## src/rtl/mul_red_pkg.sv

```systemverilog
// Shared constants and types for the K/D multiply-reduce issuer.
package mul_red_pkg;

  localparam int unsigned DATA_W      = 24;
  localparam int unsigned SEL_W       = 2;
  localparam int unsigned KYBER_Q     = 3329;
  localparam int unsigned DILITHIUM_Q = 8380417;

  localparam logic             MODE_K   = 1'b0;
  localparam logic             MODE_D   = 1'b1;
  localparam logic [SEL_W-1:0] SEL_INTT = 2'b10;

  typedef enum logic [1:0] {
    IDLE  = 2'd0,
    RUN   = 2'd1,
    DRAIN = 2'd2
  } state_t;

  // One slot of the in-flight tracker.
  typedef struct packed {
    logic vld;
    logic last;
  } tag_t;

  // One result FIFO entry.
  typedef struct packed {
    logic              last;
    logic [DATA_W-1:0] data;
  } res_t;

  // INTT needs the A operand skewed one cycle behind w.
  function automatic logic is_intt(input logic [SEL_W-1:0] sel);
    return sel == SEL_INTT;
  endfunction

endpackage

```

## src/rtl/mul_red_issuer_if.sv

```systemverilog
// Operand stream, multiplier pins and result stream of the issuer.
interface mul_red_issuer_if;
  import mul_red_pkg::*;

  // operand stream
  logic              in_valid;
  logic              in_ready;
  logic [DATA_W-1:0] in_a;
  logic [DATA_W-1:0] in_w;
  logic              in_mode;
  logic [SEL_W-1:0]  in_sel;
  logic              in_last;

  // multiplier pins
  logic [DATA_W-1:0] mul_a;
  logic [DATA_W-1:0] mul_w;
  logic [SEL_W-1:0]  mul_sel_a;
  logic              mul_mode;
  logic [DATA_W-1:0] mul_result;

  // result stream
  logic              out_valid;
  logic              out_ready;
  logic [DATA_W-1:0] out_data;
  logic              out_last;

  // Issuer side.
  modport slave (
    input  in_valid, in_a, in_w, in_mode, in_sel, in_last,
    input  mul_result, out_ready,
    output in_ready, mul_a, mul_w, mul_sel_a, mul_mode,
    output out_valid, out_data, out_last
  );

  // Butterfly controller / multiplier / consumer side.
  modport master (
    output in_valid, in_a, in_w, in_mode, in_sel, in_last,
    output mul_result, out_ready,
    input  in_ready, mul_a, mul_w, mul_sel_a, mul_mode,
    input  out_valid, out_data, out_last
  );

endinterface

```

## src/rtl/mul_red_fifo.sv

```systemverilog
// Result FIFO: DEPTH entries of {last, data}, with occupancy count.
module mul_red_fifo
  import mul_red_pkg::*;
#(
  parameter int unsigned DEPTH = 8,
  localparam int unsigned PTR_W = $clog2(DEPTH),
  localparam int unsigned CNT_W = PTR_W + 1
) (
  input  logic             clk,
  input  logic             rst,
  input  logic             push,
  input  res_t             push_data,
  input  logic             pop,
  output res_t             head,
  output logic             empty,
  output logic [CNT_W-1:0] count
);

  res_t             mem [DEPTH];
  logic [PTR_W-1:0] wr_ptr;
  logic [PTR_W-1:0] rd_ptr;

  // Pointers and occupancy; push+pop together leaves count unchanged.
  always_ff @(posedge clk) begin
    if (!rst) begin
      wr_ptr <= '0;
      rd_ptr <= '0;
      count  <= '0;
    end else begin
      if (push) wr_ptr <= wr_ptr + PTR_W'(1);
      if (pop)  rd_ptr <= rd_ptr + PTR_W'(1);
      case ({push, pop})
        2'b10:   count <= count + CNT_W'(1);
        2'b01:   count <= count - CNT_W'(1);
        default: count <= count;
      endcase
    end
  end

  // Storage array, no reset needed: reads are qualified by empty.
  always_ff @(posedge clk) begin
    if (push) mem[wr_ptr] <= push_data;
  end

  assign head  = mem[rd_ptr];
  assign empty = (count == '0);

endmodule

```

## src/rtl/mul_red_issuer.sv

```systemverilog
// Issuer/collector for the shared K/D modular multiply-reduce unit.
module mul_red_issuer
  import mul_red_pkg::*;
#(
  parameter int unsigned MUL_LAT = 3,
  parameter int unsigned DEPTH   = 8
) (
  input  logic             clk,
  input  logic             rst,
  mul_red_issuer_if.slave  bus,
  output logic             busy
);

  localparam int unsigned PTR_W = $clog2(DEPTH);
  localparam int unsigned CNT_W = PTR_W + 1;
  localparam int unsigned INF_W = $clog2(MUL_LAT + 2);
  localparam int unsigned SUM_W = ((CNT_W > INF_W) ? CNT_W : INF_W) + 1;

  state_t            state_q;
  state_t            state_d;
  logic              mode_q;
  logic              mode_d;
  logic [SEL_W-1:0]  sel_q;
  logic [SEL_W-1:0]  sel_d;

  // Slot 0 is only used by INTT beats (one extra cycle for the A skew).
  tag_t [MUL_LAT:0]  tag_q;
  logic [DATA_W-1:0] a_dly_q;

  logic [INF_W-1:0]  inflight;
  logic [CNT_W-1:0]  fifo_count;
  logic              fifo_empty;
  res_t              fifo_head;
  res_t              push_data;
  logic              push;
  logic              pop;

  logic              credit_ok;
  logic              pipe_empty;
  logic              in_fire;
  logic              mode_eff;
  logic [SEL_W-1:0]  sel_eff;
  logic              intt;
  tag_t              new_tag;

  // Number of beats issued to the multiplier whose results are not yet captured.
  always_comb begin
    inflight = '0;
    for (int unsigned i = 0; i <= MUL_LAT; i++) begin
      inflight = inflight + INF_W'(tag_q[i].vld);
    end
  end

  assign pipe_empty = (inflight == '0);
  // The multiplier cannot stall, so every issued beat must already own a FIFO slot.
  assign credit_ok  = (SUM_W'(fifo_count) + SUM_W'(inflight)) < SUM_W'(DEPTH);

  // Burst FSM state register with latched mode/sel.
  always_ff @(posedge clk) begin
    if (!rst) begin
      state_q <= IDLE;
      mode_q  <= MODE_K;
      sel_q   <= '0;
    end else begin
      state_q <= state_d;
      mode_q  <= mode_d;
      sel_q   <= sel_d;
    end
  end

  // Next state, accept handshake and the mode/sel presented to the multiplier.
  always_comb begin
    state_d      = state_q;
    mode_d       = mode_q;
    sel_d        = sel_q;
    mode_eff     = mode_q;
    sel_eff      = sel_q;
    bus.in_ready = rst && (state_q != DRAIN) && credit_ok;
    in_fire      = bus.in_valid && bus.in_ready;

    // The first beat must see its own mode/sel before they are latched.
    if (state_q == IDLE) begin
      mode_eff = in_fire ? bus.in_mode : MODE_K;
      sel_eff  = in_fire ? bus.in_sel  : '0;
    end
    if (!rst) begin
      mode_eff = MODE_K;
      sel_eff  = '0;
    end

    case (state_q)
      IDLE: begin
        if (in_fire) begin
          mode_d  = bus.in_mode;
          sel_d   = bus.in_sel;
          state_d = bus.in_last ? DRAIN : RUN;
        end
      end
      RUN: begin
        if (in_fire && bus.in_last) state_d = DRAIN;
      end
      DRAIN: begin
        if (pipe_empty && fifo_empty) begin
          state_d = IDLE;
          mode_d  = MODE_K;
          sel_d   = '0;
        end
      end
      default: state_d = IDLE;
    endcase
  end

  // Multiplier operand drive; INTT presents A one cycle after its w.
  always_comb begin
    intt          = is_intt(sel_eff);
    new_tag       = tag_t'{vld: 1'b1, last: bus.in_last};
    bus.mul_w     = in_fire ? bus.in_w : '0;
    bus.mul_a     = intt ? a_dly_q : (in_fire ? bus.in_a : '0);
    bus.mul_mode  = mode_eff;
    bus.mul_sel_a = sel_eff;
  end

  // Tag pipe mirrors the multiplier pipeline; delayed A register for INTT.
  always_ff @(posedge clk) begin
    if (!rst) begin
      tag_q   <= '0;
      a_dly_q <= '0;
    end else begin
      a_dly_q  <= (in_fire && intt)  ? bus.in_a : '0;
      tag_q[0] <= (in_fire && intt)  ? new_tag  : '0;
      tag_q[1] <= (in_fire && !intt) ? new_tag  : tag_q[0];
      for (int unsigned i = 2; i <= MUL_LAT; i++) begin
        tag_q[i] <= tag_q[i-1];
      end
    end
  end

  // Capture the multiplier result as its tag leaves the pipe.
  assign push      = tag_q[MUL_LAT].vld;
  assign push_data = res_t'{last: tag_q[MUL_LAT].last, data: bus.mul_result};
  assign pop       = !fifo_empty && bus.out_ready;

  mul_red_fifo #(
    .DEPTH (DEPTH)
  ) u_fifo (
    .clk       (clk),
    .rst       (rst),
    .push      (push),
    .push_data (push_data),
    .pop       (pop),
    .head      (fifo_head),
    .empty     (fifo_empty),
    .count     (fifo_count)
  );

  // Result stream from the FIFO head, zeroed when nothing is pending.
  always_comb begin
    bus.out_valid = !fifo_empty;
    bus.out_data  = fifo_empty ? '0 : fifo_head.data;
    bus.out_last  = !fifo_empty && fifo_head.last;
  end

  assign busy = (state_q != IDLE);

endmodule

```

## src/flat_wrapper.sv

```systemverilog
// flat-port wrapper written by rule: the top's interface ports become plain ports
module mul_red_issuer_flat import mul_red_pkg::*;
#(
  parameter int unsigned MUL_LAT = 3,
  parameter int unsigned DEPTH   = 8
)
  (clk, rst, busy, bus_in_valid, bus_in_a, bus_in_w, bus_in_mode, bus_in_sel, bus_in_last, bus_mul_result, bus_out_ready, bus_in_ready, bus_mul_a, bus_mul_w, bus_mul_sel_a, bus_mul_mode, bus_out_valid, bus_out_data, bus_out_last);
  mul_red_issuer_if bus_i ();
  input  logic clk;
  input  logic rst;
  output logic busy;
  input wire logic [$bits(bus_i.in_valid)-1:0] bus_in_valid;
  input wire logic [$bits(bus_i.in_a)-1:0] bus_in_a;
  input wire logic [$bits(bus_i.in_w)-1:0] bus_in_w;
  input wire logic [$bits(bus_i.in_mode)-1:0] bus_in_mode;
  input wire logic [$bits(bus_i.in_sel)-1:0] bus_in_sel;
  input wire logic [$bits(bus_i.in_last)-1:0] bus_in_last;
  input wire logic [$bits(bus_i.mul_result)-1:0] bus_mul_result;
  input wire logic [$bits(bus_i.out_ready)-1:0] bus_out_ready;
  output wire logic [$bits(bus_i.in_ready)-1:0] bus_in_ready;
  output wire logic [$bits(bus_i.mul_a)-1:0] bus_mul_a;
  output wire logic [$bits(bus_i.mul_w)-1:0] bus_mul_w;
  output wire logic [$bits(bus_i.mul_sel_a)-1:0] bus_mul_sel_a;
  output wire logic [$bits(bus_i.mul_mode)-1:0] bus_mul_mode;
  output wire logic [$bits(bus_i.out_valid)-1:0] bus_out_valid;
  output wire logic [$bits(bus_i.out_data)-1:0] bus_out_data;
  output wire logic [$bits(bus_i.out_last)-1:0] bus_out_last;
  assign bus_i.in_valid = bus_in_valid;
  assign bus_i.in_a = bus_in_a;
  assign bus_i.in_w = bus_in_w;
  assign bus_i.in_mode = bus_in_mode;
  assign bus_i.in_sel = bus_in_sel;
  assign bus_i.in_last = bus_in_last;
  assign bus_i.mul_result = bus_mul_result;
  assign bus_i.out_ready = bus_out_ready;
  assign bus_in_ready = bus_i.in_ready;
  assign bus_mul_a = bus_i.mul_a;
  assign bus_mul_w = bus_i.mul_w;
  assign bus_mul_sel_a = bus_i.mul_sel_a;
  assign bus_mul_mode = bus_i.mul_mode;
  assign bus_out_valid = bus_i.out_valid;
  assign bus_out_data = bus_i.out_data;
  assign bus_out_last = bus_i.out_last;
  mul_red_issuer #(.MUL_LAT(MUL_LAT), .DEPTH(DEPTH)) u_core (.clk(clk), .rst(rst), .bus(bus_i), .busy(busy));
endmodule
```

## config.mk

```make
export PLATFORM = sky130hd
export DESIGN_NAME = mul_red_issuer_flat
export DESIGN_NICKNAME = d
export VERILOG_FILES = /design/src/rtl/mul_red_pkg.sv /design/src/rtl/mul_red_issuer_if.sv /design/src/rtl/mul_red_fifo.sv /design/src/rtl/mul_red_issuer.sv /design/src/flat_wrapper.sv
export SDC_FILE = /design/constraint.sdc
export NUM_CORES = 1
export LEC_CHECK = 0
export BUFFER_PORTS_ARGS = -buffer_cell sky130_fd_sc_hd__buf_4
export CELL_PAD_IN_SITES_DETAIL_PLACEMENT = 1
export CELL_PAD_IN_SITES_GLOBAL_PLACEMENT = 1
export CORE_MARGIN = 10
export CORE_UTILIZATION = 53
export CTS_BUF_LIST = sky130_fd_sc_hd__clkbuf_8
export CTS_CLUSTER_DIAMETER = 200
export CTS_CLUSTER_SIZE = 30
export DETAILED_ROUTE_END_ITERATION = 8
export GPL_TIMING_DRIVEN = 0
export PLACE_DENSITY = 0.91
export SYNTH_ARGS = -nofsm -noshare
export SYNTH_HDL_FRONTEND = slang
export SYNTH_SLANG_ARGS = --single-unit
```

## constraint.sdc

```tcl
create_clock -name clk -period 6.4 [get_ports clk]
set_input_delay 0.64 -clock clk [delete_from_list [all_inputs] [get_ports clk]]
set_output_delay 0.64 -clock clk [all_outputs]
set_load 0.02 [all_outputs]
```

==> qor.csv, run 1 <==
stage,metric,value,unit
timing,worst_slew_pin_slew,1.01,ns
route,antenna_left,0,
power_and_ir_drop,p_per_area,230,nW/µm²
floorplanning,floorplan.initialDensity,53.7,%
cts,post_cts_buffers,0,
floorplanning,fp-row-count,50,
synth,async_flop_share,0,%
critical_path,cp.arrival,3.67,ns
synth,synth_flop_cell,edfxtp_1,
route,drt_iter0_markers,380,
global_routing,grt_usage,20.0,%
route,via_per_inst,5.76,
cts,clk_latency,0.53,ns
layout,n_antenna_cell,0,
power_and_ir_drop,finalPower,2.71,mW
critical_path,regToRegSetupSlack,3.37,ns
synth,yosysSeqAreaShare,70.0,%
cts,cts_resized,0,
layout,drive_gt1_share,34.4,%
cts,htreeDepth,1,
timing,layout_worst_path_cycle_share,67.4,%
power_and_ir_drop,p_leak,4.26,nW
placed_design,gp_congestion,0.815,
critical_path,critical_path_class,reg2out,
cts,cts_made_buffers,12,
layout,nNetsFinal,836,
floorplanning,pin_count,159,
global_routing,grt_pass1_vias,6534,
timing,finalSetupTns,0,ns
timing,slew_headroom,32.5,%
timing,slew_viol_final,0,
global_routing,grt_pass1_wl,38000,µm
critical_path,crit_path_top_delay_cell,fa_1,
synth,synth_top_area_share,60.0,%
synth,synth.distinct_cells,46,
floorplanning,die_w,157,µm
cts,cts_tree,yes,
critical_path,path_cells,ha_1 > inv_1 > fa_1 > inv_1 > ha_1 > ha_1 > and3b_1 > o21ai_1 > and4_4 > buf_6 > buf_6 > a22o_1 > buf_4,
cts,postCtsHoldBufs,0,
synth,synth_top_area_cell,edfxtp_1,
timing,fin_crit,4.31,ns
route,drtPass1Iterations,5,
global_routing,grt_max_degree,32,
critical_path,endpoint_kind,output pin,
global_routing,grt_overflow,0,
synth,synth_seq_cells,250,
timing,finClkSkew,0.0516,ns
floorplanning,die_h,157,µm
synth,syn_area_per_cell,17.6,µm²
floorplanning,floorplan.core_area,18600,µm²
critical_path,slowest_delay,0.41,ns
timing,fmax,232,MHz
critical_path,critPathLaunchType,register,
placed_design,port_buffers,158,
synth,synth_edf_count,200,
cts,numClockSinks,250,
cts,clk_path_buf_depth,3,
layout,n_fill_cell,1686,
route,vias,5674,
route,wl_per_cell,25.0,µm
timing,setup_violations,0,
synth,synth_fp_nets,659,
floorplanning,die_area,24800,µm²
synth,ys_warn_count,0,
critical_path,cp_common_cell,ha_1,
route,routed_wl,24600,µm
cts,root_buffer,clkbuf_8,
synth,syn_area,10000,µm²
global_routing,antenna_found_initial,0,
cts,clk_pin_slew,0.17,ns
run_status,status,finished clean,
route,drc,0,
run,cap_violations,0,
critical_path,cp.required,5.76,ns
power_and_ir_drop,vdd_drop_max,0.120,mV
critical_path,critPathMaxFanout,10,
layout,layout-area-overhead-vs-synth,18.1,%
synth,synth.area.top_cells,"edfxtp_1, mux4_2, dfxtp_1",
timing,rsz0062_at_grt,false,
placed_design,dp_hpwl,17500,µm
timing,finalHoldViolCount,0,
min_path,min_path_type,in2reg,
synth,syn-instance-count,568,
cell families (layout without fill, tap and decap cells):
group / Yosys count / after routing / share of synthesized area [%]
AO/OA/AOI/OAI: 44 / 44 / 3.74
flip-flops: 250 / 250 / 70.0
adder cells (fa/ha/maj): 11 / 11 / 1.53
buffers and inverters: 42 / 225 / 2.18
AND/OR/NAND/NOR: 135 / 135 / 7.76
XOR/XNOR: 6 / 6 / 0.525
multiplexers: 80 / 80 / 14.3
registers in the layout, summed over array words and instances, names as in the netlist, 2 cells and up, named ones only:
register / count
u_core.u_fifo.count: 4
u_core.tag_q: 6
u_core.u_fifo.rd_ptr: 3
u_core.state_q: 2
u_core.a_dly_q: 24
u_core.u_fifo.wr_ptr: 3
u_core.u_fifo.mem: 200
u_core.sel_q: 2
cells in the mapped netlist, types with 2 or more instances:
cell type	n
edfxtp_1	200
dfxtp_1	50
mux4_2	50
and2_1	38
nor2_1	34
mux2i_1	30
and3_1	25
a22o_1	24
clkbuf_1	19
nand2_1	11
ha_1	9
inv_1	8
buf_6	7
buf_2	6
a21oi_1	4
nand2b_1	4
nand3_1	4
nor2b_1	4
a32o_1	3
o21ai_0	3
xnor2_1	3
xor2_1	3
a21boi_0	2
fa_1	2
nor3_1	2
o21a_1	2
or3_4	2
per-layer routing:
layer	share of wire, %	GRT usage, %	vias to the layer above
met1	39	23.4	2876
met2	50	35.0	228
met3	10	7.53	20
met5	0	0	-
li1	-	-	2550
met4	0.88	3.21	0
worst max-delay path, delay by kind of cell, from the launching register on:
family | cells | cell delay [ns]
adder cells (fa/ha/maj) | 4 | 1.19
buffers and inverters | 5 | 0.55
AO/OA/AOI/OAI | 2 | 0.54
AND/OR/NAND/NOR | 2 | 0.49
flip-flops | 1 | 0.36
stage by stage:
stage          cell area (µm²)  setup WS [ns]  cells  hold WS [ns]  util [%]
2_1_floorplan            10000           2.92    568         0.412         -
3_3_place_gp             11500           2.11    960         0.417      61.6
3_5_place_dp             11600           2.65    965         0.448      62.2
4_1_cts                  11800           2.03    985         0.278      63.4
5_1_grt                  11800           1.86    985         0.266      63.4
6_report                 11800           2.09    985         0.300      63.4
final timing paths:
check                                  start                              end  depth (start not counted)
hold reg to reg   u_core.tag_q[4]$_SDFF_PN0_  u_core.push_data[24]$_SDFF_PN0_                          1
hold / removal                  bus_in_a[23]    u_core.a_dly_q[23]$_SDFF_PN0_                          2
setup reg to reg  u_core.tag_q[1]$_SDFF_PN0_       u_core.tag_q[2]$_SDFF_PN0_                         12
setup / recovery  u_core.tag_q[1]$_SDFF_PN0_                    bus_mul_a[19]                         13
final cells by class:
cell class / instances / area, µm² / share of cell area, %
Buffer: 33 / 184 / 1.56
Clock buffer: 13 / 179 / 1.51
Clock inverter: 7 / 42.5 / 0.360
Inverter: 9 / 33.8 / 0.286
Multi-Input combinational cell: 276 / 2840 / 24.0
Sequential cell: 250 / 7010 / 59.3
Tap cell: 234 / 293 / 2.48
Timing Repair Buffer: 163 / 1240 / 10.5
cells in the final DEF (no fill, tap or decap), drive strengths merged:
master	synthesis	final
xor2	3	3
a32oi	1	1
fa	2	2
nor4bb	1	1
and4	2	2
o21a	2	2
xnor2	3	3
a21boi	2	2
clkbuf	19	32
o21ai	4	4
buf	14	177
nor2b	4	4
and2	38	38
nor3	3	3
nor4	2	2
nor2	34	34
or3b	1	1
nor4b	1	1
mux2i	30	30
o31ai	1	1
or2	2	2
a21oi	4	4
or3	2	2
a32o	3	3
nand2	11	11
and3	25	25
a22o	24	24
nand2b	4	4
and3b	1	1
o22ai	1	1
a211oi	1	1
inv	9	16
ha	9	9
a21o	1	1
edfxtp	200	200
mux4	50	50
nand3	4	4
dfxtp	50	50
where the power goes:
group	internal [mW]	total, mW	switching [mW]
clock	0.199	0.662	0.462
combinational	0.133	0.284	0.151
sequential	1.76	1.77	0.00775
Power figures use the tool's default switching activity.
==> run 2, diff against run 1 <==
--- a/config.mk
+++ b/config.mk
@@ -9,13 +9,13 @@
 export CELL_PAD_IN_SITES_DETAIL_PLACEMENT = 1
 export CELL_PAD_IN_SITES_GLOBAL_PLACEMENT = 1
 export CORE_MARGIN = 10
-export CORE_UTILIZATION = 53
+export CORE_UTILIZATION = 49
 export CTS_BUF_LIST = sky130_fd_sc_hd__clkbuf_8
 export CTS_CLUSTER_DIAMETER = 200
 export CTS_CLUSTER_SIZE = 30
 export DETAILED_ROUTE_END_ITERATION = 8
 export GPL_TIMING_DRIVEN = 0
-export PLACE_DENSITY = 0.91
+export PLACE_DENSITY = 0.85
 export SYNTH_ARGS = -nofsm -noshare
 export SYNTH_HDL_FRONTEND = slang
 export SYNTH_SLANG_ARGS = --single-unit
==> constraint.sdc (replaced) <==
create_clock -name clk -period 4 [get_ports clk]
set_input_delay 0.4 -clock clk [delete_from_list [all_inputs] [get_ports clk]]
set_output_delay 0.4 -clock clk [all_outputs]
set_load 0.02 [all_outputs]
==> qor.csv, run 2 (synthesis results as in run 1) <==
stage,metric,value,unit,change
global_routing,grt_overflow,0,,unchanged
layout,final_util,59.4,%,was 63.4%
floorplanning,die_area,26500,µm²,was 24800 µm²
floorplanning,pin_count,159,,unchanged
layout,mostFrequentLayoutCells,"edfxtp_1, buf_4, mux4_2",,"was edfxtp_1, buf_4, mux4_2, dfxtp_1, and2_1"
critical_path,cp.required,3.60,ns,was 5.76 ns
timing,slew_headroom,36.0,%,was 32.5%
layout,n_antenna_cell,0,,unchanged
critical_path,critPathMaxFanout,5,,was 10
layout,layout.cells.non_filler,1027,,was 985
run,cap_violations,0,,unchanged
placed_design,port_buffers,158,,unchanged
power_and_ir_drop,vdd_drop_max,0.197,mV,was 0.120 mV
power_and_ir_drop,p_leak,4.30,nW,was 4.26 nW
cts,clk_path_buf_depth,3,,unchanged
global_routing,grt_max_degree,32,,unchanged
timing,setup_violations,0,,unchanged
cts,cts_made_buffers,12,,unchanged
route,routed_wl,25200,µm,was 24600 µm
placed_design,dp_hpwl,17900,µm,was 17500 µm
route,via_per_inst,5.56,,was 5.76
global_routing,grt_pass1_vias,6558,,was 6534
cts,htreeDepth,1,,unchanged
floorplanning,die_h,163,µm,was 157 µm
route,antenna_left,0,,unchanged
route,drc,0,,unchanged
timing,worst_slew_pin_slew,0.958,ns,was 1.01 ns
floorplanning,die_w,163,µm,was 157 µm
critical_path,cp.arrival,3.52,ns,was 3.67 ns
route,wl_per_cell,24.5,µm,was 25.0 µm
route,vias,5715,,was 5674
min_path,min_path_type,in2reg,,unchanged
route,drt_iter0_markers,391,,was 380
timing,finClkSkew,0.0586,ns,was 0.0516 ns
global_routing,grt_usage,18.6,%,was 20.0%
timing,fmax,255,MHz,
cts,clk_latency,0.53,ns,about the same
floorplanning,floorplan.initialDensity,49.6,%,was 53.7%
power_and_ir_drop,p_per_area,364,nW/µm²,was 230 nW/µm²
timing,layout_worst_path_cycle_share,98.0,%,
cts,cts_tree,yes,,unchanged
layout,n_fill_cell,1877,,was 1686
floorplanning,floorplan.core_area,20200,µm²,was 18600 µm²
global_routing,grt_pass1_wl,38300,µm,was 38000 µm
layout,layout-area-overhead-vs-synth,19.7,%,was 18.1%
min_path,hp-start,bus_in_a[23],,unchanged
run_status,status,finished clean,,unchanged
timing,slew_viol_final,0,,unchanged
critical_path,critPathLaunchType,register,,unchanged
route,drtPass1Iterations,5,,unchanged
cts,numClockSinks,250,,unchanged
layout,reg.largest.list,"u_core.u_fifo.mem: 200 flops, u_core.a_dly_q: 24 flops, u_core.tag_q: 6 flops",,unchanged
timing,fin_crit,3.92,ns,
cts,root_buffer,clkbuf_8,,unchanged
critical_path,endpoint_kind,output pin,,unchanged
critical_path,crit_start,u_core.tag_q[3]$_SDFF_PN0_,,was u_core.tag_q[1]$_SDFF_PN0_
global_routing,antenna_found_initial,0,,unchanged
critical_path,critical_path_class,reg2out,,unchanged
layout,largest_register,u_core.u_fifo.mem,,unchanged
critical_path,rr_startpoint,u_core.u_fifo.count[0]$_SDFFE_PN0P_,,was u_core.tag_q[1]$_SDFF_PN0_
floorplanning,fp-row-count,52,,was 50
layout,drive_gt1_share,35.9,%,was 34.4%
layout,layout_commonest_cell,edfxtp_1,,unchanged
placed_design,gp_congestion,0.810,,was 0.815
layout,largest_reg_flops,200,,unchanged
placed_design,dp.cells,1001,,was 965
power_and_ir_drop,finalPower,4.36,mW,was 2.71 mW
cts,clk_pin_slew,0.17,ns,about the same
timing,finalHoldViolCount,0,,unchanged
layout,nNetsFinal,842,,was 836
==> run 2: changes by cell type in the layout (fill, tap and decap cells not counted), sizes merged <==
cell / change
buf: +6
==> run 2: path summary, 6_finish.rpt <==
kind / to / depth (start not counted) / slack [ns]
setup / recovery: bus_mul_a[21] / 13 / 0.08
hold / removal: u_core.a_dly_q[23]$_SDFF_PN0_ / 2 / 0.06
setup reg to reg: u_core.u_fifo.count[3]$_SDFFE_PN0P_ / 10 / 1.03
hold reg to reg: u_core.tag_q[4]$_SDFF_PN0_ / 1 / 0.47
==> run 2: power by group <==
part           leakage, nW  internal (mW)  switching [mW]  total (mW)
Clock                0.135          0.319           0.744        1.06
Sequential            2.20           2.82          0.0129        2.83
Combinational         1.96          0.220           0.244       0.463
==> run 2: cell type report <==
class | instances | area [µm²] | share of cell area [%]
sequential | 250 | 7010 | 58.5
multi-input combinational | 276 | 2890 | 24.1
timing repair buffer | 169 | 1310 | 10.9
tap | 270 | 338 | 2.82
buffer | 33 | 189 | 1.58
clock buffer | 13 | 179 | 1.49
clock inverter | 7 | 42.5 | 0.355
inverter | 9 | 33.8 | 0.282
==> run 2: per-layer routing <==
layer / share of wire (%) / vias to the layer above / global-route usage [%]
met5: 0 / - / 0
met4: 0.83 / 0 / 3.73
met3: 8.5 / 13 / 5.89
met2: 52 / 206 / 32.7
met1: 38 / 2931 / 22.0
li1: - / 2565 / -
==> run 2: worst max-delay path, stage by stage, from the launching register on <==
cell	delay, ns
dfxtp_1	0.36
ha_1	0.28
inv_1	0.06
fa_2	0.38
inv_1	0.10
ha_4	0.20
ha_1	0.28
and3b_2	0.23
o21a_4	0.25
o31ai_4	0.22
buf_6	0.16
buf_6	0.12
a22o_1	0.20
buf_6	0.14
==> run 2: repair_timing <==
| action | 4_1_cts | 5_1_grt |
|---|---|---|
| gates resized for setup | 3 | 17 |
| hold buffers | 0 | 0 |
| gates cloned | 0 | 2 |
| pin swaps | 1 | 4 |
| setup buffers | 1 | 3 |
| setup endpoints to repair | 23 | 27 |
==> run 2: per-stage QoR <==
stage                     TNS [ns]  worst slack [ns]  hold WS (ns)  area, µm²
final                            0            0.0810        0.0611      12000
after global routing       -0.0490           -0.0148        0.0251      12000
after CTS                        0            0.0293        0.0360      11900
after detailed placement         0             0.435         0.436      11600
after global placement       -9.78            -0.236         0.418      11500
after floorplan                  0             0.760         0.412      10000
==> run 3, diff against run 2 <==
--- a/config.mk
+++ b/config.mk
@@ -5,6 +5,7 @@
 export SDC_FILE = /design/constraint.sdc
 export NUM_CORES = 1
 export LEC_CHECK = 0
+export ABC_AREA = 0
 export BUFFER_PORTS_ARGS = -buffer_cell sky130_fd_sc_hd__buf_4
 export CELL_PAD_IN_SITES_DETAIL_PLACEMENT = 1
 export CELL_PAD_IN_SITES_GLOBAL_PLACEMENT = 1
@@ -16,6 +17,7 @@
 export DETAILED_ROUTE_END_ITERATION = 8
 export GPL_TIMING_DRIVEN = 0
 export PLACE_DENSITY = 0.85
+export SETUP_SLACK_MARGIN = 0.5
 export SYNTH_ARGS = -nofsm -noshare
 export SYNTH_HDL_FRONTEND = slang
 export SYNTH_SLANG_ARGS = --single-unit
==> qor.csv, run 3 (synthesis results as in run 1) <==
stage,metric,value,unit,change
run_status,status,finished clean,,unchanged
global_routing,grt_pass1_wl,40300,µm,was 38300 µm
layout,drive_gt1_share,42.1,%,was 35.9%
layout,largest_reg_flops,200,,unchanged
route,routed_wl,26600,µm,was 25200 µm
layout,nNetsFinal,853,,was 842
global_routing,grt_max_degree,32,,unchanged
cts,root_buffer,clkbuf_8,,unchanged
placed_design,dpl_cell_area,11600,µm²,unchanged
critical_path,critPathLaunchType,register,,unchanged
cts,cts_made_buffers,12,,unchanged
floorplanning,die_w,163,µm,unchanged
layout,reg.largest.list,"u_core.u_fifo.mem: 200 flops, u_core.a_dly_q: 24 flops, u_core.tag_q: 6 flops",,unchanged
layout,n_antenna_cell,0,,unchanged
cts,clk_pin_slew,0.18,ns,was 0.17 ns
run,cap_violations,0,,unchanged
timing,finClkSkew,0.0607,ns,was 0.0586 ns
floorplanning,floorplan.initialDensity,49.6,%,unchanged
layout,layout_commonest_cell,edfxtp_1,,unchanged
timing,fin_crit,3.71,ns,was 3.92 ns
critical_path,cp.arrival,3.31,ns,was 3.52 ns
floorplanning,floorplan.core_area,20200,µm²,unchanged
route,vias,5847,,was 5715
timing,finalSetupTns,0,ns,unchanged
cts,htreeDepth,1,,unchanged
placed_design,dp_hpwl,17900,µm,unchanged
critical_path,cp.required,3.60,ns,about the same
placed_design,gp_congestion,0.810,,unchanged
cts,clk_path_buf_depth,3,,unchanged
critical_path,regToRegSetupSlack,0.91,ns,was 1.03 ns
global_routing,grt_pass1_vias,6748,,was 6558
critical_path,reg2regPathDepth,10,,unchanged
global_routing,antenna_found_initial,0,,unchanged
route,drtPass1Iterations,5,,unchanged
layout,fin_area,12500,µm²,was 12000 µm²
critical_path,rr_startpoint,u_core.u_fifo.count[3]$_SDFFE_PN0P_,,was u_core.u_fifo.count[0]$_SDFFE_PN0P_
timing,slew_headroom,35.2,%,was 36.0%
cts,cts_tree,yes,,unchanged
layout,largest_register,u_core.u_fifo.mem,,unchanged
critical_path,critPathMaxFanout,10,,was 5
layout,layout-area-overhead-vs-synth,24.8,%,was 19.7%
global_routing,grt_overflow,0,,unchanged
timing,finalHoldViolCount,0,,unchanged
global_routing,grt_usage,19.6,%,was 18.6%
route,via_per_inst,5.63,,was 5.56
route,antenna_left,0,,unchanged
critical_path,r2r-end,u_core.u_fifo.count[3]$_SDFFE_PN0P_,,unchanged
timing,worst_slew_pin_slew,0.970,ns,was 0.958 ns
power_and_ir_drop,p_leak,4.41,nW,was 4.30 nW
critical_path,cp_common_cell,buf_6,,unchanged
timing,layout_worst_path_cycle_share,92.9,%,was 98.0%
floorplanning,pin_count,159,,unchanged
timing,rsz0062_at_grt,true,,
critical_path,critical_path_class,reg2out,,unchanged
critical_path,path_cells,ha_4 > inv_2 > fa_2 > inv_2 > ha_4 > ha_1 > or2_4 > nor3_4 > and4_4 > buf_6 > buf_6 > a22o_1 > buf_6,,was ha_1 > inv_1 > fa_2 > inv_1 > ha_4 > ha_1 > and3b_2 > o21a_4 > o31ai_4 > buf_6 > buf_6 > a22o_1 > buf_6
min_path,holdPathStages,2,,unchanged
route,drt_iter0_markers,402,,was 391
cts,numClockSinks,250,,unchanged
critical_path,endpoint_kind,output pin,,unchanged
timing,fmax,269,MHz,was 255 MHz
cts,clk_latency,0.53,ns,about the same
floorplanning,die_area,26500,µm²,unchanged
power_and_ir_drop,vdd_drop_max,0.204,mV,was 0.197 mV
timing,slew_viol_final,0,,unchanged
min_path,hp-start,bus_in_a[4],,was bus_in_a[23]
min_path,hold-path-endpoint,u_core.a_dly_q[4]$_SDFF_PN0_,,was u_core.a_dly_q[23]$_SDFF_PN0_
placed_design,port_buffers,158,,unchanged
critical_path,slowest_delay,0.38,ns,about the same
route,drc,0,,unchanged
critical_path,crit_path_top_delay_cell,dfxtp_2,,was fa_2
floorplanning,die_h,163,µm,unchanged
min_path,min_path_type,in2reg,,unchanged
layout,final_util,61.9,%,was 59.4%
power_and_ir_drop,p_per_area,352,nW/µm²,was 364 nW/µm²
floorplanning,fp-row-count,52,,unchanged
timing,setup_violations,0,,unchanged
route,wl_per_cell,25.6,µm,was 24.5 µm
layout,mostFrequentLayoutCells,"edfxtp_1, buf_4, buf_6",,"was edfxtp_1, buf_4, mux4_2"
==> run 3: changes by cell type in the layout (fill, tap and decap cells not counted), sizes merged <==
cell    change
clkbuf      -5
buf        +16
==> run 3: final cells by class <==
type                       instances  area (µm²)
inverter                           9        33.8
tap                              270         338
timing repair buffer             180        1580
fill                            1803        7680
clock buffer                      13         179
buffer                            33         225
sequential                       250        7010
multi-input combinational        276        3070
clock inverter                     7        42.5
==> run 3: metrics by stage <==
step,total power [mW],cells,worst slack (ns),hold WS (ns)
2_1_floorplan,3.13,568,0.760,0.412
3_3_place_gp,3.32,996,-0.236,0.418
3_5_place_dp,3.35,1001,0.435,0.436
4_1_cts,4.42,1033,0.266,0.0360
5_1_grt,4.57,1038,0.153,0.0273
6_report,4.40,1038,0.285,0.0659
==> run 3: layer usage <==
layer	routed length, µm	track usage, %	vias to the layer above
li1	-	-	2588
met4	331	4.18	0
met2	13800	34.6	239
met3	2390	5.97	25
met1	10100	23.1	2995
met5	0	0	-
==> run 3: power by group <==
part           internal [mW]  total, mW  switching (mW)  leakage [nW]
registers               2.82       2.83          0.0142          2.20
logic                  0.248      0.507           0.258          2.07
clock network          0.319       1.06           0.742         0.135
==> run 3: how the worst max path moves through the flow <==
stage          cells past startpoint  slack (ns)                                  to                        from
6_report                          13        0.29                       bus_mul_a[19]  u_core.tag_q[3]$_SDFF_PN0_
5_1_grt                           13        0.15                       bus_mul_a[19]  u_core.tag_q[3]$_SDFF_PN0_
4_1_cts                           12        0.27                       bus_mul_a[21]  u_core.tag_q[1]$_SDFF_PN0_
3_5_place_dp                      13        0.43                       bus_mul_a[21]  u_core.tag_q[1]$_SDFF_PN0_
3_3_place_gp                       2       -0.24  u_core.u_fifo.mem[0][12]$_DFFE_PP_      u_core.push$_SDFF_PN0_
2_1_floorplan                     11        0.76                        bus_mul_mode  u_core.tag_q[1]$_SDFF_PN0_
==> run 3: repair_timing <==
item	4_1_cts	5_1_grt
pin swaps	43	15
hold buffers	0	0
cloned	4	0
gates resized for setup	97	31
setup buffers	8	5
setup endpoints to repair	52	52
==> run 3: critical path: cells and delay by family, from the launching register on <==
kind                       cells  cell delay (ns)
buffers and inverters          5             0.53
and+or+nand+nor                3             0.91
adders and majority gates      4             0.78
DFF                            1             0.38
AOI/OAI and AO/OA              1             0.19
